**config.mk**
```make
export PLATFORM = sky130hd
export DESIGN_NAME = controlador_batalha
export DESIGN_NICKNAME = d
export VERILOG_FILES = /design/src/rtl/batalha_pkg.sv /design/src/rtl/detector_borda.sv /design/src/rtl/controlador_batalha.sv
export SDC_FILE = /design/constraint.sdc
export NUM_CORES = 1
export LEC_CHECK = 0
export CAP_MARGIN = 0
export CELL_PAD_IN_SITES_DETAIL_PLACEMENT = 2
export CELL_PAD_IN_SITES_GLOBAL_PLACEMENT = 2
export CORE_MARGIN = 5
export CORE_UTILIZATION = 30
export CTS_CLUSTER_DIAMETER = 80
export CTS_CLUSTER_SIZE = 14
export DETAILED_ROUTE_END_ITERATION = 16
export HOLD_SLACK_MARGIN = 0.08
export PLACE_DENSITY_LB_ADDON = 0.1
export SETUP_SLACK_MARGIN = 0.2
export SLEW_MARGIN = 20
export SYNTH_ARGS = -nofsm -noshare
export SYNTH_HDL_FRONTEND = slang
export SYNTH_HIERARCHICAL = 1
export SYNTH_SLANG_ARGS = --single-unit
```
**constraint.sdc**
```tcl
create_clock -name clk -period 5.5 [get_ports clk]
set_input_delay 0.55 -clock clk [delete_from_list [all_inputs] [get_ports clk]]
set_output_delay 0.55 -clock clk [all_outputs]
set_load 0.005 [all_outputs]
```
**src/rtl/batalha_pkg.sv**
```systemverilog
// Shared types, LED codes and cell helpers for the battleship controller.
package batalha_pkg;

    typedef enum logic [1:0] {
        DESLIGADO      = 2'd0,
        POSICIONAMENTO = 2'd1,
        ATAQUE         = 2'd2,
        FIM            = 2'd3
    } estado_t;

    localparam logic [1:0] LED_APAGADO  = 2'b00;
    localparam logic [1:0] LED_AGUA     = 2'b01;
    localparam logic [1:0] LED_ACERTO   = 2'b10;
    localparam logic [1:0] LED_INVALIDO = 2'b11;

    // Largest board is 8x8; popcount takes a zero-extended vector of this width.
    localparam int MAX_CEL = 64;

    function automatic int unsigned indice_celula(input int unsigned coluna,
                                                  input int unsigned linha,
                                                  input int unsigned linhas);
        return (coluna - 1) * linhas + (linha - 1);
    endfunction

    function automatic int unsigned popcount(input logic [MAX_CEL-1:0] v);
        int unsigned n;
        n = 0;
        for (int i = 0; i < MAX_CEL; i++)
            n += 32'(v[i]);
        return n;
    endfunction

endpackage

```
**src/rtl/detector_borda.sv**
```systemverilog
// Rising-edge detector: one-cycle pulse when the input goes 0 -> 1.
module detector_borda (
    input  logic clk,
    input  logic rst_n,
    input  logic sinal,
    output logic pulso
);

    logic anterior;

    always_ff @(posedge clk) begin
        if (!rst_n) anterior <= 1'b0;
        else        anterior <= sinal;
    end

    assign pulso = sinal & ~anterior;

endmodule

```
**src/rtl/controlador_batalha.sv**
```systemverilog
// Battleship game controller: placement, save, attacks, counters, end of game.
// Optional ATAQUE_REPETIDO_EN: keep a miss mask and flag any repeated shot as invalid.
module controlador_batalha
    import batalha_pkg::*;
#(
    parameter int COLUNAS = 5,
    parameter int LINHAS  = 7,
    parameter int W_TENT  = 8
) (
    input  logic                                 clk,
    input  logic                                 rst_n,
    input  logic                                 ligado,
    input  logic                                 modo,
    input  logic                                 salvar_jogo,
    input  logic                                 confirmar_ataque,
    input  logic [$clog2(COLUNAS+1)-1:0]         ataque_coluna,
    input  logic [$clog2(LINHAS+1)-1:0]          ataque_linha,
    input  logic [COLUNAS*LINHAS-1:0]            posicionamento,
    output logic [COLUNAS*LINHAS-1:0]            saida,
    output logic [1:0]                           ledRGB,
    output logic                                 jogo_salvo,
    output logic                                 fim_de_jogo,
    output logic [$clog2(COLUNAS*LINHAS+1)-1:0]  acertos,
    output logic [W_TENT-1:0]                    tentativas
);

    localparam int N  = COLUNAS * LINHAS;
    localparam int AW = $clog2(N + 1);
    localparam int IW = (N > 1) ? $clog2(N) : 1;

    estado_t          estado, estado_nxt;
    logic [N-1:0]     tabuleiro, tabuleiro_nxt;
    logic [N-1:0]     acerto_q, acerto_nxt;     // 0 = cell already hit
    logic [AW-1:0]    navios, navios_nxt;
    logic [AW-1:0]    acertos_nxt, navios_salvar;
    logic [W_TENT-1:0] tent_nxt, tent_inc;
    logic             salvo_nxt, fim_nxt;
    logic [1:0]       led_nxt;
    logic [N-1:0]     saida_nxt;
`ifdef ATAQUE_REPETIDO_EN
    logic [N-1:0]     agua_q, agua_nxt;         // 0 = water cell already shot
`endif

    logic             pulso_salvar, pulso_ataque;
    logic             salvar_ok, ataque_ok, coord_ok;
    logic [IW-1:0]    idx;
    logic [MAX_CEL-1:0] navios_vec;

    detector_borda u_borda_salvar (
        .clk   (clk),
        .rst_n (rst_n),
        .sinal (salvar_jogo),
        .pulso (pulso_salvar)
    );

    detector_borda u_borda_ataque (
        .clk   (clk),
        .rst_n (rst_n),
        .sinal (confirmar_ataque),
        .pulso (pulso_ataque)
    );

    always_comb begin
        navios_vec        = '0;
        navios_vec[N-1:0] = ~posicionamento;
    end

    assign navios_salvar = AW'(popcount(navios_vec));
    assign coord_ok = (ataque_coluna != '0) && (int'(ataque_coluna) <= COLUNAS) &&
                      (ataque_linha  != '0) && (int'(ataque_linha)  <= LINHAS);
    assign idx      = IW'(indice_celula(32'(ataque_coluna), 32'(ataque_linha), LINHAS));
    assign tent_inc = (tentativas == '1) ? tentativas : tentativas + W_TENT'(1);

    // Save and attack are only legal in mutually exclusive states, so they never collide.
    assign salvar_ok = (estado == POSICIONAMENTO) && !modo && pulso_salvar && (navios_salvar != '0);
    assign ataque_ok = (estado == ATAQUE) && modo && pulso_ataque && jogo_salvo;

    always_comb begin
        estado_nxt    = estado;
        tabuleiro_nxt = tabuleiro;
        acerto_nxt    = acerto_q;
        navios_nxt    = navios;
        acertos_nxt   = acertos;
        tent_nxt      = tentativas;
        salvo_nxt     = jogo_salvo;
        fim_nxt       = fim_de_jogo;
        led_nxt       = ledRGB;
        saida_nxt     = saida;
`ifdef ATAQUE_REPETIDO_EN
        agua_nxt      = agua_q;
`endif

        if (salvar_ok) begin
            tabuleiro_nxt = posicionamento;
            navios_nxt    = navios_salvar;
            acerto_nxt    = '1;
            acertos_nxt   = '0;
            tent_nxt      = '0;
            fim_nxt       = 1'b0;
            salvo_nxt     = 1'b1;
`ifdef ATAQUE_REPETIDO_EN
            agua_nxt      = '1;
`endif
        end

        if (ataque_ok) begin
            if (!coord_ok) begin
                led_nxt = LED_INVALIDO;
`ifdef ATAQUE_REPETIDO_EN
            end else if (!acerto_q[idx] || !agua_q[idx]) begin
                led_nxt = LED_INVALIDO;
            end else if (!tabuleiro[idx]) begin
                led_nxt         = LED_ACERTO;
                acerto_nxt[idx] = 1'b0;
                acertos_nxt     = acertos + AW'(1);
                tent_nxt        = tent_inc;
            end else begin
                led_nxt       = LED_AGUA;
                agua_nxt[idx] = 1'b0;
                tent_nxt      = tent_inc;
            end
`else
            end else if (!tabuleiro[idx]) begin
                led_nxt  = LED_ACERTO;
                tent_nxt = tent_inc;
                if (acerto_q[idx]) begin
                    acerto_nxt[idx] = 1'b0;
                    acertos_nxt     = acertos + AW'(1);
                end
            end else begin
                led_nxt  = LED_AGUA;
                tent_nxt = tent_inc;
            end
`endif
            if (acertos_nxt == navios)
                fim_nxt = 1'b1;
        end

        case (estado)
            DESLIGADO:      estado_nxt = POSICIONAMENTO;
            POSICIONAMENTO: if (modo) estado_nxt = ATAQUE;
            ATAQUE: begin
                if (!modo)        estado_nxt = POSICIONAMENTO;
                else if (fim_nxt) estado_nxt = FIM;
            end
            FIM:            if (!modo) estado_nxt = POSICIONAMENTO;
            default:        estado_nxt = DESLIGADO;
        endcase

        // Display follows the state being entered so it lines up with the state register.
        case (estado_nxt)
            POSICIONAMENTO: begin
                led_nxt   = LED_APAGADO;
                saida_nxt = posicionamento;
            end
            ATAQUE:         saida_nxt = acerto_nxt;
            FIM: begin
                led_nxt   = LED_ACERTO;
                saida_nxt = acerto_nxt;
            end
            default: begin
                led_nxt   = LED_APAGADO;
                saida_nxt = '1;
            end
        endcase

        if (!ligado) begin
            estado_nxt    = DESLIGADO;
            tabuleiro_nxt = '1;
            acerto_nxt    = '1;
            navios_nxt    = '0;
            acertos_nxt   = '0;
            tent_nxt      = '0;
            salvo_nxt     = 1'b0;
            fim_nxt       = 1'b0;
            led_nxt       = LED_APAGADO;
            saida_nxt     = '1;
`ifdef ATAQUE_REPETIDO_EN
            agua_nxt      = '1;
`endif
        end
    end

    always_ff @(posedge clk) begin
        if (!rst_n) begin
            estado      <= DESLIGADO;
            tabuleiro   <= '1;
            acerto_q    <= '1;
            navios      <= '0;
            acertos     <= '0;
            tentativas  <= '0;
            jogo_salvo  <= 1'b0;
            fim_de_jogo <= 1'b0;
            ledRGB      <= LED_APAGADO;
            saida       <= '1;
`ifdef ATAQUE_REPETIDO_EN
            agua_q      <= '1;
`endif
        end else begin
            estado      <= estado_nxt;
            tabuleiro   <= tabuleiro_nxt;
            acerto_q    <= acerto_nxt;
            navios      <= navios_nxt;
            acertos     <= acertos_nxt;
            tentativas  <= tent_nxt;
            jogo_salvo  <= salvo_nxt;
            fim_de_jogo <= fim_nxt;
            ledRGB      <= led_nxt;
            saida       <= saida_nxt;
`ifdef ATAQUE_REPETIDO_EN
            agua_q      <= agua_nxt;
`endif
        end
    end

endmodule

```
### Word-level counts from Yosys, hierarchy flattened

Index checks and enable logic that the tools add are counted.

| word-level totals | value |
|---|---|
| input port bits | 47 |
| output and inout bits | 53 |
| register bits after elaboration | 133 |
| word-level logic and storage cells | 122 |

| cells by class | value |
|---|---|
| bitwise operators | 7 |
| equal/unequal tests | 10 |
| $mul | 1 |
| $lt $le $gt $ge | 3 |
| add/sub/neg operators | 39 |
| reduce and logical (&&, ||, !) cells | 16 |
| multiplexer cells | 34 |

Operator list:

| operator | number |
|---|---|
| 35-bit two-way mux | 5 |
| 6-bit by 1-bit adder with 6-bit output | 29 |
| 35-bit NOT | 2 |
| 35-bit case mux with 2 select lines | 1 |
| 6-bit two-way mux | 6 |
| 35-bit bitwise AND | 1 |
| 8-bit two-way mux | 4 |
| 2-bit two-way mux | 7 |
| 1-bit binary-select mux with 6-bit select | 2 |
| 1-bit logical AND | 9 |
| 8-bit by 1-bit adder with 8-bit output (second input constant) | 1 |
| 2-bit == test (second input constant) | 4 |
| 8-bit == test (second input constant) | 1 |
| 2-bit case mux with 4 select lines | 1 |
| 3-bit by 1-bit subtractor with 4-bit output (second input constant) | 2 |
| 6-bit by 7-bit less-than comparator with 1-bit output (second input constant) | 1 |
| 5-bit by 1-bit adder with 6-bit output | 1 |
| 6-bit by 1-bit adder with 6-bit output (second input constant) | 1 |
| 6-bit by 4-bit adder with 6-bit output | 1 |
| 1-bit demux with 6-bit select | 1 |
| 6-bit == test | 1 |
| 6-bit by 1-bit >= comparator with 1-bit output (second input constant) | 1 |
| 4-bit by 4-bit multiplier with 6-bit output (second input constant) | 1 |
| 1-bit two-way mux | 6 |
| other kinds (17) | 21 |

### Depth between registers and ports, before layout

Gate-level depths: netlist of run 1.

| depth | value |
|---|---|
| word-level depth | 51 |
| gate-level depth with buffers | 23 |
| depth with buffers taken out | 23 |

### Hierarchy

Netlist of run 1, hierarchy kept.

Modules (own cells, without submodules):

| module | times used | cells an instance | area an instance (um^2) | sequential area each (um^2) |
|---|---|---|---|---|
| controlador_batalha | 1 | 824 | 7226.9 | 2622.5 |
| detector_borda | 2 | 3 | 40.0 | 20.0 |

### Worst setup path after synthesis of run 1

OpenSTA, ideal clock, no wires.

| timing | value |
|---|---|
| kind | input to register |
| from | input posicionamento[17] |
| to | register estado[0] |
| cell stages on the path | 23 |
| arrival time | 5.565 ns |
| library setup time | 0.077 ns |
| path buffers | 0 |
| setup slack | -0.142 ns |
| data required time | 5.423 ns |
| cell sequence | inv_1 fa_1 inv_1 fa_1 inv_1 fa_1 inv_1 fa_1 fa_1 inv_1 fa_1 inv_1 fa_1 nor2b_1 a41o_1 o2111ai_1 o21ai_0 a2bb2oi_1 nor2_1 mux2i_1 a31oi_1 nand4_2 a41oi_2 |

| between the ends | value |
|---|---|
| word-level cells in the longest chain between the ends | 32 |
| elaborated cells between the ends (all ways) | 33 |
| classes of those cells | add/sub (18); eq/ne (1); mux (11); bitwise (1); reduce/logical (2) |

RTL lines:

| item | RTL line | text |
|---|---|---|
| from (decl) | controlador_batalha.sv:18 | `input logic [COLUNAS*LINHAS-1:0] posicionamento,` |
| 35-bit NOT (*) | controlador_batalha.sv:65 | `navios_vec[N-1:0] = ~posicionamento;` |
| 6-bit by 1-bit adder with 6-bit output (*) (18 in a row) | batalha_pkg.sv:29 | `n += 32'(v[i]);` |
| 6-bit nonzero test (*) | controlador_batalha.sv:75 | `assign salvar_ok = (estado == POSICIONAMENTO) && !modo && pulso_salvar && (navios_salvar != '0);` |
| 1-bit logical AND (*) | controlador_batalha.sv:75 |  |
| 6-bit two-way mux | controlador_batalha.sv:93 | `if (salvar_ok) begin` |
| 6-bit two-way mux | controlador_batalha.sv:126 | `if (acerto_q[idx]) begin` |
| 6-bit two-way mux | controlador_batalha.sv:123 | `end else if (!tabuleiro[idx]) begin` |
| 6-bit two-way mux | controlador_batalha.sv:107 | `if (!coord_ok) begin` |
| 6-bit two-way mux | controlador_batalha.sv:106 | `if (ataque_ok) begin` |
| 6-bit == test | controlador_batalha.sv:135 | `if (acertos_nxt == navios)` |
| 1-bit two-way mux | controlador_batalha.sv:135 |  |
| 1-bit two-way mux (*) | controlador_batalha.sv:106 |  |
| 2-bit two-way mux (*) | controlador_batalha.sv:144 | `else if (fim_nxt) estado_nxt = FIM;` |
| 2-bit two-way mux (*) | controlador_batalha.sv:143 | `if (!modo) estado_nxt = POSICIONAMENTO;` |
| 2-bit case mux with 4 select lines (*) | controlador_batalha.sv:139 | `case (estado)` |
| to (signal assigned) | controlador_batalha.sv:200 | `estado <= estado_nxt;` |
| to (decl) | controlador_batalha.sv:31 | `estado_t estado, estado_nxt;` |

Mark *: on every way between the ends. The rest lies on a longest branch, timed or not. The select of a mux whose other input is x is not followed.
A chain may end at the register's enable or synchronous reset.

### Worst setup path after layout of run 1

| timing | value |
|---|---|
| from | input posicionamento[1] |
| to | register estado[0] |

| between the ends | value |
|---|---|
| word-level cells in the longest chain between the ends | 48 |
| elaborated cells between the ends (all ways) | 49 |
| classes of those cells | add/sub (34); eq/ne (1); mux (11); bitwise (1); reduce/logical (2) |

RTL lines:

| item | RTL line |
|---|---|
| 35-bit NOT (*) | controlador_batalha.sv:65 |
| 1-bit by 1-bit adder with 2-bit output (*) | batalha_pkg.sv:29 |
| 2-bit by 1-bit adder with 3-bit output (*) | batalha_pkg.sv:29 |
| 3-bit by 1-bit adder with 4-bit output (*) | batalha_pkg.sv:29 |
| 4-bit by 1-bit adder with 5-bit output (*) | batalha_pkg.sv:29 |
| 5-bit by 1-bit adder with 6-bit output (*) | batalha_pkg.sv:29 |
| 6-bit by 1-bit adder with 6-bit output (*) (29 in a row) | batalha_pkg.sv:29 |
| 6-bit nonzero test (*) | controlador_batalha.sv:75 |
| [... 4 more ...] | -- |
| 6-bit two-way mux | controlador_batalha.sv:107 |
| 6-bit two-way mux | controlador_batalha.sv:106 |
| 6-bit == test | controlador_batalha.sv:135 |
| 1-bit two-way mux | controlador_batalha.sv:135 |
| 1-bit two-way mux (*) | controlador_batalha.sv:106 |
| 2-bit two-way mux (*) | controlador_batalha.sv:144 |
| 2-bit two-way mux (*) | controlador_batalha.sv:143 |
| 2-bit case mux with 4 select lines (*) | controlador_batalha.sv:139 |

Marks and branches as above.

==> results of run 1 <==
==> per-stage QoR <==
step	setup WS (ns)	std cells	util (%)
finish	-0.116	1335	44.4
global route	-0.328	1335	44.4
CTS	-0.114	1331	43.5
detailed placement	-1.03	1284	38.2
global placement	-0.924	1284	38.2
floorplan	-0.0407	830	-
==> worst max-delay path by stage <==
stage / to / depth (start not counted) / start / slack [ns]
after floorplan: ledRGB[0] / 23 / posicionamento[17] / -0.04
after global placement: ledRGB[0] / 24 / posicionamento[17] / -0.92
after detailed placement: ledRGB[1] / 21 / posicionamento[0] / -1.03
after CTS: ledRGB[0] / 24 / posicionamento[17] / -0.11
after global routing: ledRGB[1] / 22 / posicionamento[1] / -0.33
final: estado[0] / 22 / posicionamento[1] / -0.12
==> sequential cells by signal (all words and copies together) (netlist names) <==
name / cells
acerto_q: 35
acertos: 6
estado: 2
fim_de_jogo: 1
jogo_salvo: 1
ledRGB: 2
navios: 6
saida: 35
tabuleiro: 35
tentativas: 8
u_borda_ataque/anterior: 1
u_borda_salvar/anterior: 1
==> power by group <==
group	switching (mW)	internal (mW)	total, mW
sequential	0.0134	0.983	0.997
combinational	1.18	1.06	2.24
clock	0.524	0.611	1.13
==> worst reg2reg max path, delay by kind of cell (launching register included) <==
family / cells / cell delay, ns
compound gates: 5 / 0.90
mux: 2 / 0.78
simple gates: 3 / 0.74
buf+inv: 1 / 0.14
flops: 1 / 0.34
==> cell type report <==
cell class              instances  area [um2]
fillers                      2540       13500
well taps                     324         405
clock inverters                14         136
inverters                      73         287
multi-input cells             569        4780
clock buffers                  18         439
repair buffers                204        2020
flip-flops and latches        133        2660
==> layer usage <==
layer / part of all wire, % / routed length [um] / global-route usage (%)
met5: 0 / 0 / 0
met1: 45 / 13900 / 29.6
met4: 1.8 / 552 / 6.31
met2: 50 / 15500 / 37.2
met3: 3.7 / 1140 / 3.76
==> kinds of logic (layout without fill, tap and decap cells) <==
family	after synthesis	count (layout)	share of synthesized area [%]
multiplexers	31	31	6.25
buffers and inverters	128	309	7.24
AO/OA/AOI/OAI	193	193	17.4
flip-flops	133	133	36.4
XOR/XNOR	14	14	1.78
AND/OR/NAND/NOR	277	277	18.5
adder cells (fa/ha/maj)	54	54	12.4
==> what timing repair did <==
item | 4_1_cts | 5_1_grt
endpoints found under the setup margin | 130 | 130
resized for setup | 152 | 36
cloned | 6 | 1
buffers inserted | 9 | 3
pin swaps | 28 | 20
==> layout by cell type, fill, tap and decap left out, types with 6 or more instances in the layout <==
master / instances
mux4_2: 11
and3_1: 10
dfxtp_1: 133
o21ai_0: 22
buf_12: 8
xor2_1: 8
mux2i_1: 16
nand3_1: 32
o211ai_1: 59
clkdlybuf4s50_1: 84
nor2b_1: 6
a21oi_1: 33
buf_6: 6
or3_1: 7
buf_4: 86
ha_1: 22
nand4_1: 6
nor2_1: 33
inv_2: 9
a21o_1: 6
fa_1: 31
nand3b_1: 6
o22ai_4: 35
nand2_1: 134
clkbuf_16: 18
inv_1: 61
buf_2: 7
==> qor.yml, run 1 <==
grt_usage_pct: 22.2
yosys_most_used_dff: "dfxtp_1"
finish.instance_area_um2: 10700
synth_edf_count: 0
synth_top_cell_area_share_pct: 36.4
slowest_delay_ns: 0.58
viasPerCell: 5.27
grt_pass1_vias: 7948
dieArea_um2: 27600
insertion_delay_ns: 0.44
crit_type: "input port to register"
hold_buffers: 0
drtIter0Drc: 308
min_period_ns: 5.62
reg2reg_slack_ns: 2.50
final_hold_viol_count: 0
clkTransAtPathRegs_ns: 0.07
ios: 100
cts_tree: "yes"
finalPower_mw: 4.37
synth.avg_cell_area_um2: 8.80
yosysTopAreaCell: "dfxtp_1"
via_count: 7032
io_buffers: 99
cap_viol_max_count: 0
run_status: "finished, violations left"
grt_overflow: 0
setup-tns-final_ns: -1.05
wire_per_inst_um: 23.3
final.setup_skew_ns: 0.0143
ff2ff_path_depth: 11
r2r-start: "acerto_q[8]"
grt_antenna_before_repair: 1
cts_sinks: 133
cp_common_cell: "fa_1"
synthDistinctLibCells: 66
syn_inst: 830
critPathCaptureType: "register"
synthTopCellsByArea: "dfxtp_1 (36%), fa_1 (8.5%), nand2_1 (7.1%), o211ai_1 (6.1%), ha_1 (3.9%)"
numCtsBuffers: 17
timing.rr.end: "estado[0]"
drive_gt1_share_pct: 24.8
yosysWarnings: 6
crit_family: "adder cells"
worst-path-buf-inv: 5
fin_hold_ws_ns: 0.410
synth.most_common_cell: "nand2_1"
whs_endpoint: "tabuleiro[17]"
netlist_area_um2: 7310
p_leak_nw: 4.35
fin_crit_sh_pct: 102
worstSetupStartpointType: "input port"
critPathArrivalTime_ns: 5.96
placed_area_um2: 9230
violations: "setup timing"
clock_path_buffers: 2
crit_fanout: 4
place_congestion: 0.843
synth-seq-cells: 133
min_path_type: "input port to register"
crit_slowest_cell: "fa_1"
cp_cell_sequence: "buf_8 > inv_4 > fa_1 > inv_2 > fa_1 > fa_1 > fa_1 > fa_1 > inv_2 > fa_1 > inv_1 > fa_1 > nor2b_4 > a41o_4 > o2111ai_4 > o21ai_2 > a2bb2oi_2 > nor2_1 > mux2i_1 > a31oi_1 > nand4_2 > a41oi_2"
required_ns: 5.85
grt_max_degree: 72
holdCritStartpoint: "posicionamento[17]"
nets: 1099
fmax_mhz: 178
seq_area_frac_synth_pct: 36.4
finalWorstSetupSlack_ns: -0.116
worstMarginPinSlew_ns: 1.02
clockRootBuffer: "clkbuf_16"
slew_viol_final: 0
drc_errors: 0
floorplan.initialDensity_pct: 30.2
die_h_um: 166
min_path_cells: 3
die_w_um: 166
slew_headroom_pct: 31.5
core_um2: 24200
setup_viol_count_final: 20
syn2layout_area_growth_pct: 46.8
n_antenna_cell: 0
synthArstFlopShare_pct: 0
grt_setup_unrepaired: "yes"
vdd_drop_max_mv: 0.273
p_per_area_nw_per_um2: 407
detail-route-antenna-nets: 0
synth_nets: 931
finalWirelength_um: 31100
grt_pass1_wl_um: 47600
synth_commonest_cells: "nand2_1 (138), dfxtp_1 (133), inv_1 (73), o211ai_1 (59), clkbuf_1 (41)"
drt_pass1_iterations: 5
dp.final_hpwl_um: 21400
placementRows: 57
htreeDepth: 4
Power figures use the tool's default switching activity.
==> run 2, diff against run 1 <==
CTS_BUF_LIST = sky130_fd_sc_hd__clkbuf_8   (was not set)
==> qor.yml, run 2 (same netlist as run 1, synthesis figures left out) <==
holdCritStartpoint: "posicionamento[17]"
htreeDepth: 4
worstSetupStartpointType: "input port"
core_um2: 24200
stdcell_count: 1335
placementRows: 57
top_regs: "acerto_q (35), saida (35), tabuleiro (35)"
finalWirelength_um: 30500
fin_crit_sh_pct: 101
run_status: "finished, violations left"
drtIter0Drc: 312
grt_antenna_before_repair: 1
syn2layout_area_growth_pct: 43.6
final.setup_skew_ns: 0.0181
slew_headroom_pct: 36.7
dp.final_hpwl_um: 21400
io_buffers: 99
slowest_delay_ns: 0.57
crit_type: "input port to register"
vdd_drop_max_mv: 0.335
crit_slowest_cell: "fa_1"
final_hold_viol_count: 0
critPathArrivalTime_ns: 5.88
dieArea_um2: 27600
die_w_um: 166
ios: 100
grt_overflow: 0
min_path_type: "input port to register"
slew_viol_final: 0
detail-route-antenna-nets: 0
n_antenna_cell: 0
wire_per_inst_um: 22.8
fmax_mhz: 181
min_period_ns: 5.53
cts_tree: "yes"
drt_pass1_iterations: 4
cp-startpoint: "posicionamento[1]"
drc_errors: 0
p_leak_nw: 4.25
final_common_cell: "nand2_1"
finalPower_mw: 4.09
grt_max_degree: 72
clockRootBuffer: "clkbuf_8"
insertion_delay_ns: 0.47
p_per_area_nw_per_um2: 389
numCtsBuffers: 17
r2r-start: "estado[1]"
cp_cell_sequence: "buf_8 > inv_6 > fa_1 > inv_2 > fa_1 > fa_1 > fa_1 > fa_1 > inv_1 > fa_1 > inv_1 > fa_1 > nor2b_4 > a41o_4 > o2111ai_4 > a2bb2oi_2 > nor2_1 > mux2i_1 > a31oi_1 > nand4_2 > o2bb2ai_2"
grt_pass1_vias: 7723
cp_common_cell: "fa_1"
drive_gt1_share_pct: 24.5
cts_sinks: 133
critPathCaptureType: "register"
finalWorstSetupSlack_ns: -0.0301
clkTransAtPathRegs_ns: 0.09
viasPerCell: 5.20
required_ns: 5.85
violations: "setup timing"
cap_viol_max_count: 0
fin_hold_ws_ns: 0.374
final_cell_mix: "nand2_1 (136), dfxtp_1 (133), buf_4 (88), clkdlybuf4s50_1 (84), inv_1 (61)"
crit_fanout: 4
floorplan.initialDensity_pct: 30.2
grt_pass1_wl_um: 45100
worstMarginPinSlew_ns: 0.949
place_congestion: 0.843
placed_cells: 1284
via_count: 6943
grt_usage_pct: 20.7
hold_buffers: 0
grt_setup_unrepaired: "yes"
clock_path_buffers: 2
die_h_um: 166
setup_viol_count_final: 4
nets: 1099
## run 2: cell count changes in the layout (fill, tap and decap cells not counted), sizes merged
cell,delta
bufbuf,-3
buf,-1
clkbuf,+4
## run 2: power breakdown
part           leakage (nW)  switching, mW  internal, mW
registers              1.08         0.0131         0.983
logic                  2.98           1.17          1.09
clock network         0.187          0.486         0.346
total                  4.25           1.67          2.42
## run 2: final cells by class
class,instances,area [um2]
Fill cell,2563,13700
Multi-Input combinational cell,569,4780
Sequential cell,133,2660
Timing Repair Buffer,204,1970
Tap cell,324,405
Inverter,73,289
Clock buffer,18,248
Clock inverter,14,136
## run 2: critical path: cells and delay by family
kind	cells	cell delay, ns
compound gates	5	0.95
fa+ha+maj	7	3.54
buf+inv	5	0.27
mux	1	0.08
simple gates	3	0.50
## run 2: final timing paths
path	end	slack [ns]	depth (start not counted)
hold / removal	tabuleiro[17]	0.37	3
hold reg to reg	tabuleiro[34]	0.48	2
setup reg to reg	ledRGB[0]	2.48	8
setup / recovery	ledRGB[0]	-0.03	21
## run 2: metal layers
layer | part of all wire [%] | global-route usage [%] | routed length [um] | up-vias
li1 | - | - | - | 3242
met1 | 47 | 29.0 | 14300 | 3535
met2 | 48 | 33.9 | 14600 | 128
met3 | 3.4 | 3.21 | 1030 | 38
met4 | 1.9 | 4.56 | 578 | 0
met5 | 0 | 0 | 0 | -
## run 2: metrics by stage
step           instance area, um2  setup TNS [ns]  setup slack (ns)  util, %
5_1_grt                     10500           -1.18            -0.211     43.4
2_1_floorplan                7350         -0.0416           -0.0407        -
4_1_cts                      9750         -0.0322           -0.0184     40.3
3_5_place_dp                 9230         -101.56             -1.03     38.2
6_report                    10500         -0.0807           -0.0301     43.4
3_3_place_gp                 9230          -93.01            -0.924     38.2
## run 2: timing repair
action,4_1_cts,5_1_grt
buffers inserted,1,10
endpoints found under the setup margin,130,111
endpoints found under the hold margin,0,0
resized for setup,89,94
cloned,1,7
pin swaps,18,32
